--- config.mk ---
export PLATFORM = sky130hd
export DESIGN_NAME = mat_loader_4x2_2x2_flat
export DESIGN_NICKNAME = d
export VERILOG_FILES = /design/src/rtl/mat_loader_4x2_2x2_if.sv /design/src/rtl/mat_loader_4x2_2x2.sv /design/src/flat_wrapper.sv
export SDC_FILE = /design/constraint.sdc
export NUM_CORES = 1
export LEC_CHECK = 0
export BUFFER_PORTS_ARGS = -buffer_cell sky130_fd_sc_hd__buf_2
export CAP_MARGIN = 10
export CORE_MARGIN = 1
export CORE_UTILIZATION = 52
export DETAILED_ROUTE_END_ITERATION = 8
export MAX_ROUTING_LAYER = met4
export PLACE_DENSITY = 0.78
export SLEW_MARGIN = 25
export SYNTH_ARGS = -nofsm -noshare
export SYNTH_HDL_FRONTEND = slang
export SYNTH_SLANG_ARGS = --single-unit
--- constraint.sdc ---
create_clock -name clk -period 2.4 [get_ports clk]
set_clock_uncertainty 0.15 [all_clocks]
set_input_delay 0.12 -clock clk [delete_from_list [all_inputs] [get_ports clk]]
set_output_delay 0.12 -clock clk [all_outputs]
set_load 0.05 [all_outputs]
--- src/rtl/mat_loader_4x2_2x2_if.sv ---
// Purpose : Handshake and operand bus between the element stream source, the
//           operand loader and the downstream 4x2 * 2x2 multiplier.
// Signals : in_data/in_valid/in_last/in_ready - element stream (valid/ready)
//           A0..A7, B0..B3                   - assembled operands (row-major)
//           out_valid/out_ready              - operand-set handshake
//           frame_err                        - one-cycle framing error pulse
//           frame_cnt                        - delivered frame counter
// Modports: slave  - loader side (drives in_ready and all operand outputs)
//           master - environment side (drives the stream and out_ready)
interface mat_loader_4x2_2x2_if #(
   parameter int DW = 4
);
   logic [DW-1:0] in_data;
   logic          in_valid;
   logic          in_last;
   logic          in_ready;
   logic [DW-1:0] A0, A1, A2, A3, A4, A5, A6, A7;
   logic [DW-1:0] B0, B1, B2, B3;
   logic          out_valid;
   logic          out_ready;
   logic          frame_err;
   logic [7:0]    frame_cnt;

   modport slave (
      input  in_data, in_valid, in_last, out_ready,
      output in_ready, A0, A1, A2, A3, A4, A5, A6, A7,
      output B0, B1, B2, B3, out_valid, frame_err, frame_cnt
   );

   modport master (
      output in_data, in_valid, in_last, out_ready,
      input  in_ready, A0, A1, A2, A3, A4, A5, A6, A7,
      input  B0, B1, B2, B3, out_valid, frame_err, frame_cnt
   );
endinterface

--- src/rtl/mat_loader_4x2_2x2.sv ---
// Purpose : Operand loader for the 4x2 * 2x2 multiplier. Collects a frame of
//           12 serial elements (A0..A7 then B0..B3), checks framing with
//           in_last and holds the full operand set until the consumer takes it.
// Ports   : clk   - rising-edge clock
//           rst_n - synchronous active-low reset
//           bus   - mat_loader_4x2_2x2_if.slave (stream in, operands out)
module mat_loader_4x2_2x2 #(
   parameter int DW = 4
) (
   input logic                  clk,
   input logic                  rst_n,
   mat_loader_4x2_2x2_if.slave  bus
);

   typedef enum logic [1:0] {
      ST_LOAD  = 2'd0,
      ST_FULL  = 2'd1,
      ST_DRAIN = 2'd2
   } state_t;

   state_t        state_q, state_d;
   logic [3:0]    cnt_q, cnt_d;
   logic [DW-1:0] a_q [0:7];
   logic [DW-1:0] a_d [0:7];
   logic [DW-1:0] b_q [0:3];
   logic [DW-1:0] b_d [0:3];
   logic          in_ready_q, in_ready_d;
   logic          out_valid_q, out_valid_d;
   logic          frame_err_q, frame_err_d;
   logic [7:0]    frame_cnt_q, frame_cnt_d;
   logic          beat_s;

   // in_ready comes from a register, so the accept decision never depends
   // combinationally on the stream inputs.
   assign beat_s = bus.in_valid & in_ready_q;

   // Next-state, operand write and framing-error decisions.
   always_comb begin
      state_d     = state_q;
      cnt_d       = cnt_q;
      a_d         = a_q;
      b_d         = b_q;
      frame_err_d = 1'b0;
      frame_cnt_d = frame_cnt_q;
      case (state_q)
         ST_LOAD: begin
            if (beat_s) begin
               if (cnt_q == 4'd11) begin
                  if (bus.in_last) begin
                     b_d[3]  = bus.in_data;
                     cnt_d   = 4'd0;
                     state_d = ST_FULL;
                  end else begin
                     // 12th element without in_last: resync on the next last
                     frame_err_d = 1'b1;
                     cnt_d       = 4'd0;
                     state_d     = ST_DRAIN;
                  end
               end else if (bus.in_last) begin
                  // early last: drop the element, restart at A0, keep partial A/B
                  frame_err_d = 1'b1;
                  cnt_d       = 4'd0;
               end else begin
                  if (cnt_q < 4'd8) begin
                     a_d[cnt_q[2:0]] = bus.in_data;
                  end else begin
                     b_d[cnt_q[1:0]] = bus.in_data;
                  end
                  cnt_d = cnt_q + 4'd1;
               end
            end else begin
               cnt_d = cnt_q;
            end
         end
         ST_DRAIN: begin
            if (beat_s && bus.in_last) begin
               cnt_d   = 4'd0;
               state_d = ST_LOAD;
            end else begin
               state_d = ST_DRAIN;
            end
         end
         ST_FULL: begin
            if (bus.out_ready) begin
               frame_cnt_d = frame_cnt_q + 8'd1;
               state_d     = ST_LOAD;
            end else begin
               state_d = ST_FULL;
            end
         end
         default: begin
            cnt_d   = 4'd0;
            state_d = ST_LOAD;
         end
      endcase
      in_ready_d  = (state_d != ST_FULL);
      out_valid_d = (state_d == ST_FULL);
   end

   // State, operand and status registers with synchronous reset.
   always_ff @(posedge clk) begin
      if (!rst_n) begin
         state_q     <= ST_LOAD;
         cnt_q       <= 4'd0;
         a_q         <= '{default: '0};
         b_q         <= '{default: '0};
         in_ready_q  <= 1'b1;
         out_valid_q <= 1'b0;
         frame_err_q <= 1'b0;
         frame_cnt_q <= 8'd0;
      end else begin
         state_q     <= state_d;
         cnt_q       <= cnt_d;
         a_q         <= a_d;
         b_q         <= b_d;
         in_ready_q  <= in_ready_d;
         out_valid_q <= out_valid_d;
         frame_err_q <= frame_err_d;
         frame_cnt_q <= frame_cnt_d;
      end
   end

   assign bus.in_ready  = in_ready_q;
   assign bus.out_valid = out_valid_q;
   assign bus.frame_err = frame_err_q;
   assign bus.frame_cnt = frame_cnt_q;
   assign bus.A0 = a_q[0];
   assign bus.A1 = a_q[1];
   assign bus.A2 = a_q[2];
   assign bus.A3 = a_q[3];
   assign bus.A4 = a_q[4];
   assign bus.A5 = a_q[5];
   assign bus.A6 = a_q[6];
   assign bus.A7 = a_q[7];
   assign bus.B0 = b_q[0];
   assign bus.B1 = b_q[1];
   assign bus.B2 = b_q[2];
   assign bus.B3 = b_q[3];

endmodule

--- src/flat_wrapper.sv ---
// flat-port wrapper written by rule: the top's interface ports become plain ports
module mat_loader_4x2_2x2_flat 
#(
   parameter int DW = 4
)
  (clk, rst_n, bus_in_data, bus_in_valid, bus_in_last, bus_out_ready, bus_in_ready, bus_A0, bus_A1, bus_A2, bus_A3, bus_A4, bus_A5, bus_A6, bus_A7, bus_B0, bus_B1, bus_B2, bus_B3, bus_out_valid, bus_frame_err, bus_frame_cnt);
  mat_loader_4x2_2x2_if #(.DW(DW)) bus_i ();
  input logic clk;
  input logic rst_n;
  input wire logic [$bits(bus_i.in_data)-1:0] bus_in_data;
  input wire logic [$bits(bus_i.in_valid)-1:0] bus_in_valid;
  input wire logic [$bits(bus_i.in_last)-1:0] bus_in_last;
  input wire logic [$bits(bus_i.out_ready)-1:0] bus_out_ready;
  output wire logic [$bits(bus_i.in_ready)-1:0] bus_in_ready;
  output wire logic [$bits(bus_i.A0)-1:0] bus_A0;
  output wire logic [$bits(bus_i.A1)-1:0] bus_A1;
  output wire logic [$bits(bus_i.A2)-1:0] bus_A2;
  output wire logic [$bits(bus_i.A3)-1:0] bus_A3;
  output wire logic [$bits(bus_i.A4)-1:0] bus_A4;
  output wire logic [$bits(bus_i.A5)-1:0] bus_A5;
  output wire logic [$bits(bus_i.A6)-1:0] bus_A6;
  output wire logic [$bits(bus_i.A7)-1:0] bus_A7;
  output wire logic [$bits(bus_i.B0)-1:0] bus_B0;
  output wire logic [$bits(bus_i.B1)-1:0] bus_B1;
  output wire logic [$bits(bus_i.B2)-1:0] bus_B2;
  output wire logic [$bits(bus_i.B3)-1:0] bus_B3;
  output wire logic [$bits(bus_i.out_valid)-1:0] bus_out_valid;
  output wire logic [$bits(bus_i.frame_err)-1:0] bus_frame_err;
  output wire logic [$bits(bus_i.frame_cnt)-1:0] bus_frame_cnt;
  assign bus_i.in_data = bus_in_data;
  assign bus_i.in_valid = bus_in_valid;
  assign bus_i.in_last = bus_in_last;
  assign bus_i.out_ready = bus_out_ready;
  assign bus_in_ready = bus_i.in_ready;
  assign bus_A0 = bus_i.A0;
  assign bus_A1 = bus_i.A1;
  assign bus_A2 = bus_i.A2;
  assign bus_A3 = bus_i.A3;
  assign bus_A4 = bus_i.A4;
  assign bus_A5 = bus_i.A5;
  assign bus_A6 = bus_i.A6;
  assign bus_A7 = bus_i.A7;
  assign bus_B0 = bus_i.B0;
  assign bus_B1 = bus_i.B1;
  assign bus_B2 = bus_i.B2;
  assign bus_B3 = bus_i.B3;
  assign bus_out_valid = bus_i.out_valid;
  assign bus_frame_err = bus_i.frame_err;
  assign bus_frame_cnt = bus_i.frame_cnt;
  mat_loader_4x2_2x2 #(.DW(DW)) u_core (.clk(clk), .rst_n(rst_n), .bus(bus_i));
endmodule
## Yosys cells after proc, flatten, opt, wreduce, memory -nomap -nowiden

Cells that the tools add are included.

| storage, ports and cells | value |
|---|---|
| flip-flop bits (word level) | 65 |
| bits of input ports | 9 |
| output and inout bits | 59 |
| word-level logic and storage cells | 76 |

| cells by class | value |
|---|---|
| $add $sub $neg | 2 |
| order comparisons | 5 |
| equality and inequality tests | 10 |
| muxes and demuxes | 24 |
| bitwise logic cells | 7 |
| reduce and logical (&&, ||, !) cells | 10 |

Operators by type and width:

| cell | count |
|---|---|
| $mux 4 | 10 |
| $bwmux 32 | 1 |
| $bwmux 16 | 1 |
| $reduce_and 5->1 | 3 |
| $demux 4 s3 | 1 |
| $pmux 4 s3 | 1 |
| $add 8x1->8 const B | 1 |
| $demux 4 s2 | 1 |
| $mux 2 | 4 |
| $ne 2x1->1 const B | 4 |
| $pmux 2 s3 | 1 |
| $reduce_and 3->1 | 2 |
| $add 4x1->4 const B | 1 |
| $eq 2x1->1 const B | 2 |
| $eq 4x4->1 const B | 1 |
| $ge 4x4->1 const B | 1 |
| $lt 4x1->1 const B | 1 |
| $lt 4x4->1 const B | 1 |
| $mux 1 | 4 |
| $ne 2x2->1 const B | 2 |
| $not 1->1 | 4 |
| $not 3->4 | 1 |
| $ge 3x3->1 const B | 1 |
| $logic_and 1x1->1 | 3 |
| other kinds (6) | 6 |

## Depth between registers and ports, before layout

Gate-level depths: netlist of run 1.

| depth | value |
|---|---|
| word-level depth | 9 |
| depth in mapped cells | 6 |

## Worst setup path before layout of run 1

Ideal clock, no wire load.

| timing | value |
|---|---|
| path kind | flip-flop to flip-flop |
| start point | reg u_core.in_ready_q, in the netlist u_core.bus.in_ready |
| end point | reg u_core.a_q (netlist bit u_core.bus.A4[0]) |
| arrival | 1.742 ns |
| required time | 2.177 ns |
| slack | 0.435 ns |
| stages on the path, launching flop included | 6 |
| buffers on the path | 1 |
| cells stage by stage | dfxtp_1 -> and4bb_1 -> buf_2 -> nand3_4 -> nor3b_4 -> mux2i_1 |

| between the ends | value |
|---|---|
| cells in the longest elaborated chain, start to end | 2 |

Ends and longest elaborated chain:

| element | line | text |
|---|---|---|
| start, declared | mat_loader_4x2_2x2.sv:27 | `logic in_ready_q, in_ready_d;` |
| start signal, assigned | mat_loader_4x2_2x2.sv:116 | `in_ready_q <= in_ready_d;` |
| $and 1x1->1 | mat_loader_4x2_2x2.sv:35 | `assign beat_s = bus.in_valid & in_ready_q;` |
| $reduce_and 5->1 (no source line) | n/a |  |
| end signal, assigned | mat_loader_4x2_2x2.sv:105 | `a_q <= '{default: '0};` |
| end signal, assigned | mat_loader_4x2_2x2.sv:114 | `a_q <= a_d;` |
| end, declared | mat_loader_4x2_2x2.sv:23 | `logic [DW-1:0] a_q [0:7];` |

Every way passes these cells.
A chain may end at the register's enable or synchronous reset.

## Worst setup path in the final report of run 1

| timing | value |
|---|---|
| start point | reg u_core.cnt_q[1] |
| end point | reg u_core.b_q (netlist bit u_core.bus.B3[3]) |

| between the ends | value |
|---|---|
| cells in the longest elaborated chain, start to end | 9 |
| elaborated cells on any way between the ends | 16 |
| those cells by class | 3 x order compare; 4 x eq/ne; 6 x mux; 1 x bitwise; 2 x reduce/logical |

Ends and longest elaborated chain:

| element | line | text |
|---|---|---|
| start, declared | mat_loader_4x2_2x2.sv:22 | `logic [3:0] cnt_q, cnt_d;` |
| start signal, assigned | mat_loader_4x2_2x2.sv:113 | `cnt_q <= cnt_d;` |
| $not 2->3 (not written as such) | mat_loader_4x2_2x2.sv:67 | `b_d[cnt_q[1:0]] = bus.in_data;` |
| $ge 3x3->1 (not written as such) / $lt 3x1->1 (equally long branches) | mat_loader_4x2_2x2.sv:67 |  |
| $logic_and 1x1->1 (not written as such) | mat_loader_4x2_2x2.sv:67 |  |
| $mux 4 (not written as such) | mat_loader_4x2_2x2.sv:67 |  |
| $demux 4 s2 | mat_loader_4x2_2x2.sv:67 |  |
| $bwmux 16 | mat_loader_4x2_2x2.sv:67 |  |
| $mux 4 | mat_loader_4x2_2x2.sv:64 | `if (cnt_q < 4'd8) begin` |
| $mux 4 | mat_loader_4x2_2x2.sv:59 | `end else if (bus.in_last) begin` |
| $mux 4 | mat_loader_4x2_2x2.sv:48 | `if (cnt_q == 4'd11) begin` |
| end signal, assigned | mat_loader_4x2_2x2.sv:106 | `b_q <= '{default: '0};` |
| end signal, assigned | mat_loader_4x2_2x2.sv:115 | `b_q <= b_d;` |
| end, declared | mat_loader_4x2_2x2.sv:25 | `logic [DW-1:0] b_q [0:3];` |

Several ways; a longest one is shown, not always the timed one. The select of a mux whose other input is x is not followed.

==> out/results.txt, run 1 <==
Primary FF master, synth: dfxtp_1
Overflow left after global routing: 0
WP data required: 2.46 ns
Die Wd: 74.1 um
First-pass GRT wire length: 9.38 mm
Cell area after synthesis: 2710 um^2
Number of synthesized flops with an enable pin: 0
Clock sink total: 65
Bufs and invs on worst path: 0
Vias in the first global route: 2,015
Worst path depth: 5
Syn Nets: 291
Layout cell share with drive strength beyond 1: 27.0%
Mean area per synthesized cell: 9.81 um^2
Slew margin rel.: 58.9%
Leading area contributor after synthesis: dfxtp_1
Endpoint class of the critical path: register
Area grow syn2layout: 26.2%
Most instantiated cells after synthesis: 65 x dfxtp_1, 51 x nand2_1, 44 x mux2i_1
Largest net degree at the start of global routing: 66
Slowest cell delay on critical path: 0.50 ns
Final Slew Violations: 0
Clock Pin Slew Worst Setup and Hold Paths: 0.08 ns
Final wirelength: 5.94 mm
Yosys warning count: 0
Yosys top cell area share: 48.1%
Max FFs per register: 8
Die H: 74.1 um
Top-count cell post-synth: dfxtp_1
I/O Pins: 68
Slowest cell on crit path: dfxtp_1
Worst path cell trace: ha_1, and3b_1, xnor2_1, nand4b_1, mux2i_1
Wirelength per Cell: 14.0 um
Yosys cell types: 39
Final hold violations: 0
Yosys reg bits: 65
Die Area: 5500 um^2
Seq/Total Area, Yosys: 48.1%
Root buffer cell: clkbuf_8
Avg Vias per Cell: 5.21
Top delay family on crit path: simple AND/OR/NAND/NOR gates
RSZ-0062 raised after global routing: false
Top Metal Used: met4
# placed instances: 400
Antenna violations before repair: 0
Crit start category: register
Final net count: 366
Worst-Skew Late Latency: 0.34 ns
Wl on met1: 2.79 mm
Pwr Total: 2370 uW
Final Util: 70.0%
Final period util: 84.9%
Initial Util: 55.5%
Fmax: 491 MHz
FF-to-FF path depth: 5
PwrDens: 694 nW/um^2
Core ar.: 4880 um^2
Minimum hold slack: 0.00867 ns
WL met3: 414 um
Peak VDD IR: 0.539 mV
Status: completed
Routed Antenna Nets: 0
Crit Path Class: register to register
Tightest Pin Transition: 0.617 ns
Post-CTS Setup Bufs: 0
Initial detailed-routing violation count: 121
Clock tree buffer depth: 2
Max Fanout on Critical Path: 9
Via count: 2,204
I/O Buffers: 67
Final Critical Period: 2.04 ns
Worst Hold Depth: 3
Crit path DAT: 2.10 ns
Final setup vio count: 0
CTS Buf Count: 9
GPL Wtd Cong: 0.898
Row count: 25
MaxCap Viol Count: 0
FFs w/ async S/R, synth: 0%
Syn Inst Count: 276
Synth top area cells: dfxtp_1 48%, mux2i_1 16%, nand2_1 7.1%
Hold crit path type: input pin to register
CTS H-tree lvls: 3
CTS tree: done
N_diodes: 0
Leak: 0.00162 uW
Final Non-Filler Cells: 423
DRT Pass-1 Iters: 6
Post-route DRC violation count: 0
DP Wirelength: 4.02 mm
Tot GR Track Use: 23.8%
Final-layout fill cell count: 402
Routed length on met2: 2.62 mm
Setup TNS: 0 ns
worst paths after layout:
path	start	endpoint	slack [ns]
worst max register to register	u_core.cnt_q[1]$_SDFFE_PN0P_	u_core.bus.B3[3]$_SDFFE_PN0P_	0.36
worst min register to register	u_core.bus.A0[3]$_SDFFE_PN0P_	u_core.bus.A0[3]$_SDFFE_PN0P_	0.31
worst max-delay path	u_core.cnt_q[1]$_SDFFE_PN0P_	u_core.bus.B3[3]$_SDFFE_PN0P_	0.36
worst min-delay path	bus_in_valid	u_core.state_q[1]$_SDFF_PN0_	0.009
repair_timing:
action                    in CTS  in global routing
hold endpoints to repair      16                  0
hold buffers                   7                  0
resized for setup              0                  0
per-stage QoR:
step	cell area [um^2]	setup WS, ns
6_report	3410	0.362
5_1_grt	3410	0.240
4_1_cts	3410	0.374
3_5_place_dp	3090	0.402
3_3_place_gp	3090	0.496
2_1_floorplan	2710	0.435
layout by cell type, fill, tap and decap left out, types with 2 or more instances in the layout:
master,Yosys,final
a21boi_1,3,3
a31oi_1,2,2
and2_1,7,7
and3_1,2,2
buf_2,2,67
buf_4,0,2
bufinv_16,0,3
clkbuf_8,0,10
clkinvlp_4,0,2
dfxtp_1,65,65
dlygate4sd3_1,0,7
ha_1,6,6
inv_1,5,5
mux2i_1,44,44
nand2_1,51,51
nand2_2,3,3
nand2b_1,2,2
nand3_1,15,15
nand4_1,4,4
nand4b_1,3,3
nor2_1,6,6
nor2b_1,6,6
nor3_1,3,3
nor3_4,2,2
o21a_1,2,2
o21ai_0,2,2
o21ai_1,7,7
o311ai_1,2,2
or3_1,3,3
xnor2_1,5,5
xor2_1,2,2
metal layers:
layer | up-vias | GRT usage (%)
li1 | 1098 | -
met1 | 1011 | 31.3
met2 | 83 | 35.5
met3 | 12 | 4.88
met4 | 0 | 9.83
met5 | - | -
final cells by class:
class | count | area, um^2 | share of cell area, %
clock buffers | 10 | 138 | 4.03
well taps | 67 | 83.8 | 2.46
clock inverters | 6 | 114 | 3.33
inverters | 6 | 22.5 | 0.660
repair buffers | 76 | 420 | 12.3
flip-flops and latches | 65 | 1300 | 38.1
multi-input cells | 193 | 1340 | 39.1
logic make-up after synthesis:
logic type / count (synthesis) / synth area share, %
simple gates: 116 / 23.3
flops: 65 / 48.1
mux: 44 / 16.3
compound gates: 20 / 4.76
buf+inv: 18 / 2.59
xor+xnor: 7 / 2.27
fa+ha+maj: 6 / 2.77
tightest hold or removal path: stages:
cell,delay [ns]
buf_2,0.13
nand3_1,0.08
nor4bb_1,0.12
where the power goes:
group | leakage [uW] | switching (uW) | internal (uW)
Sequential | 0.000524 | 3.87 | 1080
Combinational | 0.000982 | 88.4 | 38.2
Clock | 0.000119 | 434 | 722
Total | 0.00162 | 526 | 1840
(Power assumes the default switching activity.)
==> run 2: changes to the inputs <==
- CORE_UTILIZATION: 52 -> 47
- PLACE_DENSITY: 0.78 -> 0.75
- clock period: 2.4 -> 1.7 ns (I/O delays scaled with it)
==> run 2 against run 1 <==
Die area rose by 10%. Flip-flop and latch count unchanged. First-iteration DRC count down 36%. Largest cell class unchanged.
==> out/results.txt, run 2 (same netlist as run 1, synthesis figures left out) <==
Status: completed (unchanged)
Final Slew Violations: 0 (unchanged)
Routed Antenna Nets: 0 (unchanged)
Via count: 2,253 (was 2,204)
PwrDens: 865 nW/um^2 (was 694 nW/um^2)
CTS tree: done (unchanged)
Crit path DAT: 1.69 ns (was 2.10 ns)
Max Fanout on Critical Path: 6 (was 9)
Minimum hold slack: 0.0280 ns (was 0.00867 ns)
Worst path cell trace: dlygate4sd3_1, buf_2, and4bb_2, and2_1, nand4_1, mux2i_1 (was ha_1, and3b_1, xnor2_1, nand4b_1, mux2i_1)
PnR worst setup slack: 0.0712 ns (was 0.362 ns)
Commonest non-fill, non-tap cell in the layout: buf_2 (unchanged)
Tightest Pin Transition: 0.442 ns (was 0.617 ns)
MaxCap Viol Count: 0 (unchanged)
Slowest cell on crit path: dlygate4sd3_1 (was dfxtp_1)
Area grow syn2layout: 30.6% (was 26.2%)
Slew margin rel.: 70.5% (was 58.9%)
Post-route cell area: 3530 um^2 (was 3410 um^2)
Max FFs per register: 8 (unchanged)
Final net count: 381 (was 366)
Initial detailed-routing violation count: 77 (was 121)
Die Wd: 77.9 um (was 74.1 um)
WP data required: 1.76 ns (was 2.46 ns)
Crit start category: input pin (was register)
CTS Buf Count: 9 (unchanged)
Pre-CTS setup slack: 0.0358 ns (was 0.402 ns)
Setup TNS: 0 ns (unchanged)
Overflow left after global routing: 0 (unchanged)
Final hold violations: 0 (unchanged)
Final-layout fill cell count: 484 (was 402)
Layout cell share with drive strength beyond 1: 32.4% (was 27.0%)
I/O Pins: 68 (unchanged)
Final period util: 95.8%
Commonest cells after routing, fill and taps aside: 67 x buf_2, 59 x dfxtp_1, 51 x nand2_1 (was 67 x buf_2, 65 x dfxtp_1, 51 x nand2_1)
Antenna violations before repair: 0 (unchanged)
Fmax: 614 MHz
Largest net degree at the start of global routing: 31 (was 66)
Die H: 77.9 um (was 74.1 um)
Worst-Skew Late Latency: 0.34 ns (about the same)
Final setup vio count: 0 (unchanged)
Endpoint class of the critical path: register (unchanged)
GPL Wtd Cong: 0.882 (was 0.898)
Slowest cell delay on critical path: 0.52 ns (was 0.50 ns)
Tot GR Track Use: 21.5% (was 23.8%)
DRT Pass-1 Iters: 4 (was 6)
Wirelength per Cell: 13.3 um (was 14.0 um)
DP Wirelength: 4.00 mm (was 4.02 mm)
Hold crit path type: input pin to register (unchanged)
Leak: 0.00168 uW (was 0.00162 uW)
Vias in the first global route: 2,049 (was 2,015)
Clock sink total: 65 (unchanged)
Peak VDD IR: 0.620 mV (was 0.539 mV)
First-pass GRT wire length: 9.72 mm (was 9.38 mm)
Post-route DRC violation count: 0 (unchanged)
I/O Buffers: 67 (unchanged)
Avg Vias per Cell: 5.10 (was 5.21)
CTS H-tree lvls: 3 (unchanged)
Clock Pin Slew Worst Setup and Hold Paths: 0.07 ns (was 0.08 ns)
Core ar.: 5540 um^2 (was 4880 um^2)
Initial Util: 48.8% (was 55.5%)
Row count: 27 (was 25)
Clock tree buffer depth: 2 (unchanged)
Placed Area: 3210 um^2 (was 3090 um^2)
Final wirelength: 5.90 mm (was 5.94 mm)
Crit Path Class: input pin to register (was register to register)
Final Util: 63.8% (was 70.0%)
Final Critical Period: 1.63 ns
Root buffer cell: clkbuf_8 (unchanged)
N_diodes: 0 (unchanged)
Die Area: 6070 um^2 (was 5500 um^2)
[run 2: cell types whose count changed in the layout (fill, tap and decap cells not counted), sizes merged]
cell,delta
buf,+15
bufinv,-2
clkbuf,+1
clkinv,+1
clkinvlp,-1
[run 2: repair_timing]
item | in CTS | in global routing
hold endpoints to repair | 12 | 0
hold buffers | 7 | 0
resized for setup | 0 | 5
setup buffers | 0 | 5
endpoints found under the setup margin | 0 | 37
[run 2: routing by layer]
metal  up-vias  global-route usage, %  share of wire (%)  wire length, um
li1       1128                      -                  -                -
met1      1054                   26.8                 47             2800
met2        61                   32.7                 45             2670
met3        10                   6.35                5.8              344
met4         0                   8.49                1.5               89
met5         -                      -                  0                0
[run 2: cell type report]
class                   instances  area (um^2)  share of cell area [%]
multi-input cells             193         1360                    38.5
clock inverters                 4         51.3                    1.45
clock buffers                  11          151                    4.28
inverters                       6         22.5                   0.637
well taps                      72         90.1                    2.55
repair buffers                 91          546                    15.4
flip-flops and latches         65         1310                    37.1
[run 2: path summary, 6_finish.rpt]
check / to / depth (start not counted) / slack (ns) / startpoint
setup / recovery: u_core.bus.A6[2]$_SDFFE_PN0P_ / 6 / 0.07 / bus_in_valid
hold / removal: u_core.bus.frame_err$_SDFF_PN0_ / 3 / 0.03 / rst_n
setup reg to reg: u_core.bus.frame_cnt[4]$_SDFFE_PN0P_ / 5 / 0.08 / u_core.state_q[0]$_SDFF_PN0_
hold reg to reg: u_core.bus.A5[0]$_SDFFE_PN0P_ / 2 / 0.31 / u_core.bus.A5[0]$_SDFFE_PN0P_
[run 2: worst max-delay path: cells and delay by family]
family / cells / cell delay, ns
buffers and inverters: 2 / 0.67
AND/OR/NAND/NOR: 3 / 0.73
multiplexers: 1 / 0.20
[run 2: report_power, final]
part	leakage (uW)	internal [uW]	switching [uW]
clock network	0.000102	751	579
logic	0.00105	64.2	126
registers	0.000527	1530	5.58
total	0.00168	2350	711
[run 2: per-stage QoR]
step / instances / power [uW]
global placement: 415 / 1740
CTS: 437 / 3090
detailed placement: 415 / 1740
floorplan: 276 / 1690
finish: 442 / 3060
global route: 442 / 3170
==> run 3: changes to the inputs <==
- CORE_UTILIZATION: 47 -> 40
- PLACE_DENSITY: 0.75 -> 0.65
==> run 3 against run 2 <==
Sequential share of layout area fell by 0.10 points. Combinational power rose by 2%. Critical endpoint is now u_core.bus.frame_cnt[4]$_SDFFE_PN0P_. Via count rose by 1.0%. The run now ends with design-rule violations left. Flip-flop and latch count did not move. Power fell by 2.5%. Final cell count rose by 1.8%. First-iteration DRC count rose by 49%. Register-to-register slack got worse by 0.06 ns. Global-route usage fell by 2.1 points.
==> out/results.txt, run 3 (same netlist as run 1, synthesis figures left out) <==
Pwr Total: 2980 uW (was 3060 uW)
Root buffer cell: clkbuf_8 (unchanged)
Avg Vias per Cell: 5.06 (was 5.10)
Row count: 29 (was 27)
PnR worst setup slack: 0.0176 ns (was 0.0712 ns)
Post-route DRC violation count: 12 (was 0)
Worst-Skew Late Latency: 0.33 ns (was 0.34 ns)
RSZ-0062 raised after global routing: true
Core ar.: 6420 um^2 (was 5540 um^2)
DRT Pass-1 Iters: 9 (was 4)
Final Util: 55.2% (was 63.8%)
Initial Util: 42.1% (was 48.8%)
Final Slew Violations: 0 (unchanged)
Endpoint class of the critical path: register (unchanged)
Tightest Pin Transition: 0.448 ns (was 0.442 ns)
Final wirelength: 6.38 mm (was 5.90 mm)
Routed length on met2: 2.88 mm (was 2.67 mm)
Failing checks: design-rule violations
Leak: 0.00168 uW (about the same)
FF-to-FF path depth: 5 (unchanged)
Commonest cells after routing, fill and taps aside: 67 x buf_2, 59 x dfxtp_1, 51 x nand2_1 (unchanged)
Top delay family on crit path: simple AND/OR/NAND/NOR gates (unchanged)
Layout cell share with drive strength beyond 1: 32.2% (was 32.4%)
WHS Endpoint: u_core.state_q[0]$_SDFF_PN0_ (was u_core.bus.frame_err$_SDFF_PN0_)
PwrDens: 841 nW/um^2 (was 865 nW/um^2)
Overflow left after global routing: 0 (unchanged)
Clock tree buffer depth: 2 (unchanged)
Clock sink total: 65 (unchanged)
CTS H-tree lvls: 3 (unchanged)
Die H: 84.3 um (was 77.9 um)
I/O Buffers: 67 (unchanged)
Worst path cell trace: buf_4, nand4b_1, or3_1, xnor2_1, and2_1 (was dlygate4sd3_1, buf_2, and4bb_2, and2_1, nand4_1, mux2i_1)
Clock Pin Slew Worst Setup and Hold Paths: 0.07 ns (about the same)
CTS Buf Count: 9 (unchanged)
Final hold violations: 0 (unchanged)
Placed Area: 3210 um^2 (about the same)
Tot GR Track Use: 19.5% (was 21.5%)
Slowest cell delay on critical path: 0.39 ns (was 0.52 ns)
Status: finished, violations left (was completed)
Commonest non-fill, non-tap cell in the layout: buf_2 (unchanged)
Crit path DAT: 1.76 ns (was 1.69 ns)
Routed Antenna Nets: 0 (unchanged)
WL met3: 351 um (was 344 um)
Minimum hold slack: 0.0622 ns (was 0.0280 ns)
Peak VDD IR: 0.446 mV (was 0.620 mV)
Crit start category: register (was input pin)
Fmax: 594 MHz (was 614 MHz)
Hold crit path type: input pin to register (unchanged)
GPL Wtd Cong: 0.836 (was 0.882)
CTS tree: done (unchanged)
First-pass GRT wire length: 10.5 mm (was 9.72 mm)
Final setup vio count: 0 (unchanged)
N_diodes: 0 (unchanged)
Pre-CTS setup slack: -0.00599 ns (was 0.0358 ns)
Vias in the first global route: 2,122 (was 2,049)
WP data required: 1.78 ns (was 1.76 ns)
Top Metal Used: met4 (unchanged)
Final period util: 99.0% (was 95.8%)
Antenna violations before repair: 0 (unchanged)
Area grow syn2layout: 30.9% (was 30.6%)
Wl on met1: 3.06 mm (was 2.80 mm)
Bufs and invs on worst path: 1 (was 2)
Worst Hold Launch: bus_in_last (was rst_n)
Slew margin rel.: 70.0% (was 70.5%)
Final Critical Period: 1.68 ns (was 1.63 ns)
Final net count: 383 (was 381)
Max Fanout on Critical Path: 5 (was 6)
Reg2reg setup slack: 0.02 ns (was 0.08 ns)
I/O Pins: 68 (unchanged)
Die Wd: 84.3 um (was 77.9 um)
Max FFs per register: 8 (unchanged)
Largest net degree at the start of global routing: 37 (was 31)
Crit Path Class: register to register (was input pin to register)
Wirelength per Cell: 14.2 um (was 13.3 um)
Reg2reg start: u_core.state_q[1]$_SDFF_PN0_ (was u_core.state_q[0]$_SDFF_PN0_)
MaxCap Viol Count: 0 (unchanged)
Die Area: 7100 um^2 (was 6070 um^2)
Via count: 2,276 (was 2,253)
R2R Path End: u_core.bus.frame_cnt[4]$_SDFFE_PN0P_ (unchanged)
Post-route cell area: 3540 um^2 (was 3530 um^2)
Worst Hold Depth: 3 (unchanged)
Slowest cell on crit path: or3_1 (was dlygate4sd3_1)
DP Wirelength: 4.35 mm (was 4.00 mm)
Initial detailed-routing violation count: 115 (was 77)
[run 3: power breakdown]
part	switching, uW	internal [uW]
logic	127	66.2
clock network	581	670
registers	5.39	1530
[run 3: timing repair]
| item | 4_1_cts | 5_1_grt |
|---|---|---|
| setup buffers | 0 | 3 |
| pin swaps | 0 | 5 |
| hold buffers | 10 | 0 |
| hold endpoints to repair | 14 | 0 |
| setup endpoints to repair | 11 | 47 |
| gates resized for setup | 1 | 6 |
[run 3: per-layer routing]
metal,vias to the layer above,track usage [%]
met1,1069,25.5
met4,0,6.58
met5,-,-
met2,64,29.7
met3,8,4.62
li1,1135,-
[run 3: layout make-up]
class / count / area (um^2)
fill: 572 / 2880
clock inverter: 6 / 58.8
multi-input combinational: 193 / 1370
inverter: 6 / 22.5
sequential: 65 / 1310
clock buffer: 10 / 128
timing repair buffer: 93 / 556
tap: 77 / 96.3
[run 3: worst max-delay path by stage]
| stage | startpoint | cells after the start | slack, ns | endpoint |
|---|---|---|---|---|
| after detailed placement | u_core.state_q[1]$_SDFF_PN0_ | 4 | -0.006 | u_core.bus.B0[2]$_SDFFE_PN0P_ |
| after global placement | u_core.state_q[1]$_SDFF_PN0_ | 4 | 0.009 | u_core.bus.B1[0]$_SDFFE_PN0P_ |
| after floorplan | u_core.cnt_q[0]$_SDFFE_PN0P_ | 6 | 0.02 | u_core.bus.B3[0]$_SDFFE_PN0P_ |
| after CTS | u_core.state_q[0]$_SDFF_PN0_ | 4 | 0.02 | u_core.bus.A4[0]$_SDFFE_PN0P_ |
| after global routing | u_core.cnt_q[0]$_SDFFE_PN0P_ | 6 | -0.05 | u_core.bus.B3[0]$_SDFFE_PN0P_ |
| final | u_core.state_q[1]$_SDFF_PN0_ | 5 | 0.02 | u_core.bus.frame_cnt[4]$_SDFFE_PN0P_ |
[run 3: tightest hold or removal path: cells and delay by family]
family / cells / cell delay (ns)
AO/OA/AOI/OAI: 1 / 0.11
buffers and inverters: 1 / 0.12
AND/OR/NAND/NOR: 1 / 0.19
[run 3: stage by stage]
stage | setup TNS [ns] | cells
final | 0 | 450
after global placement | 0 | 421
after global routing | -0.158 | 450
after detailed placement | -0.0108 | 421
after floorplan | 0 | 276
after CTS | 0 | 447
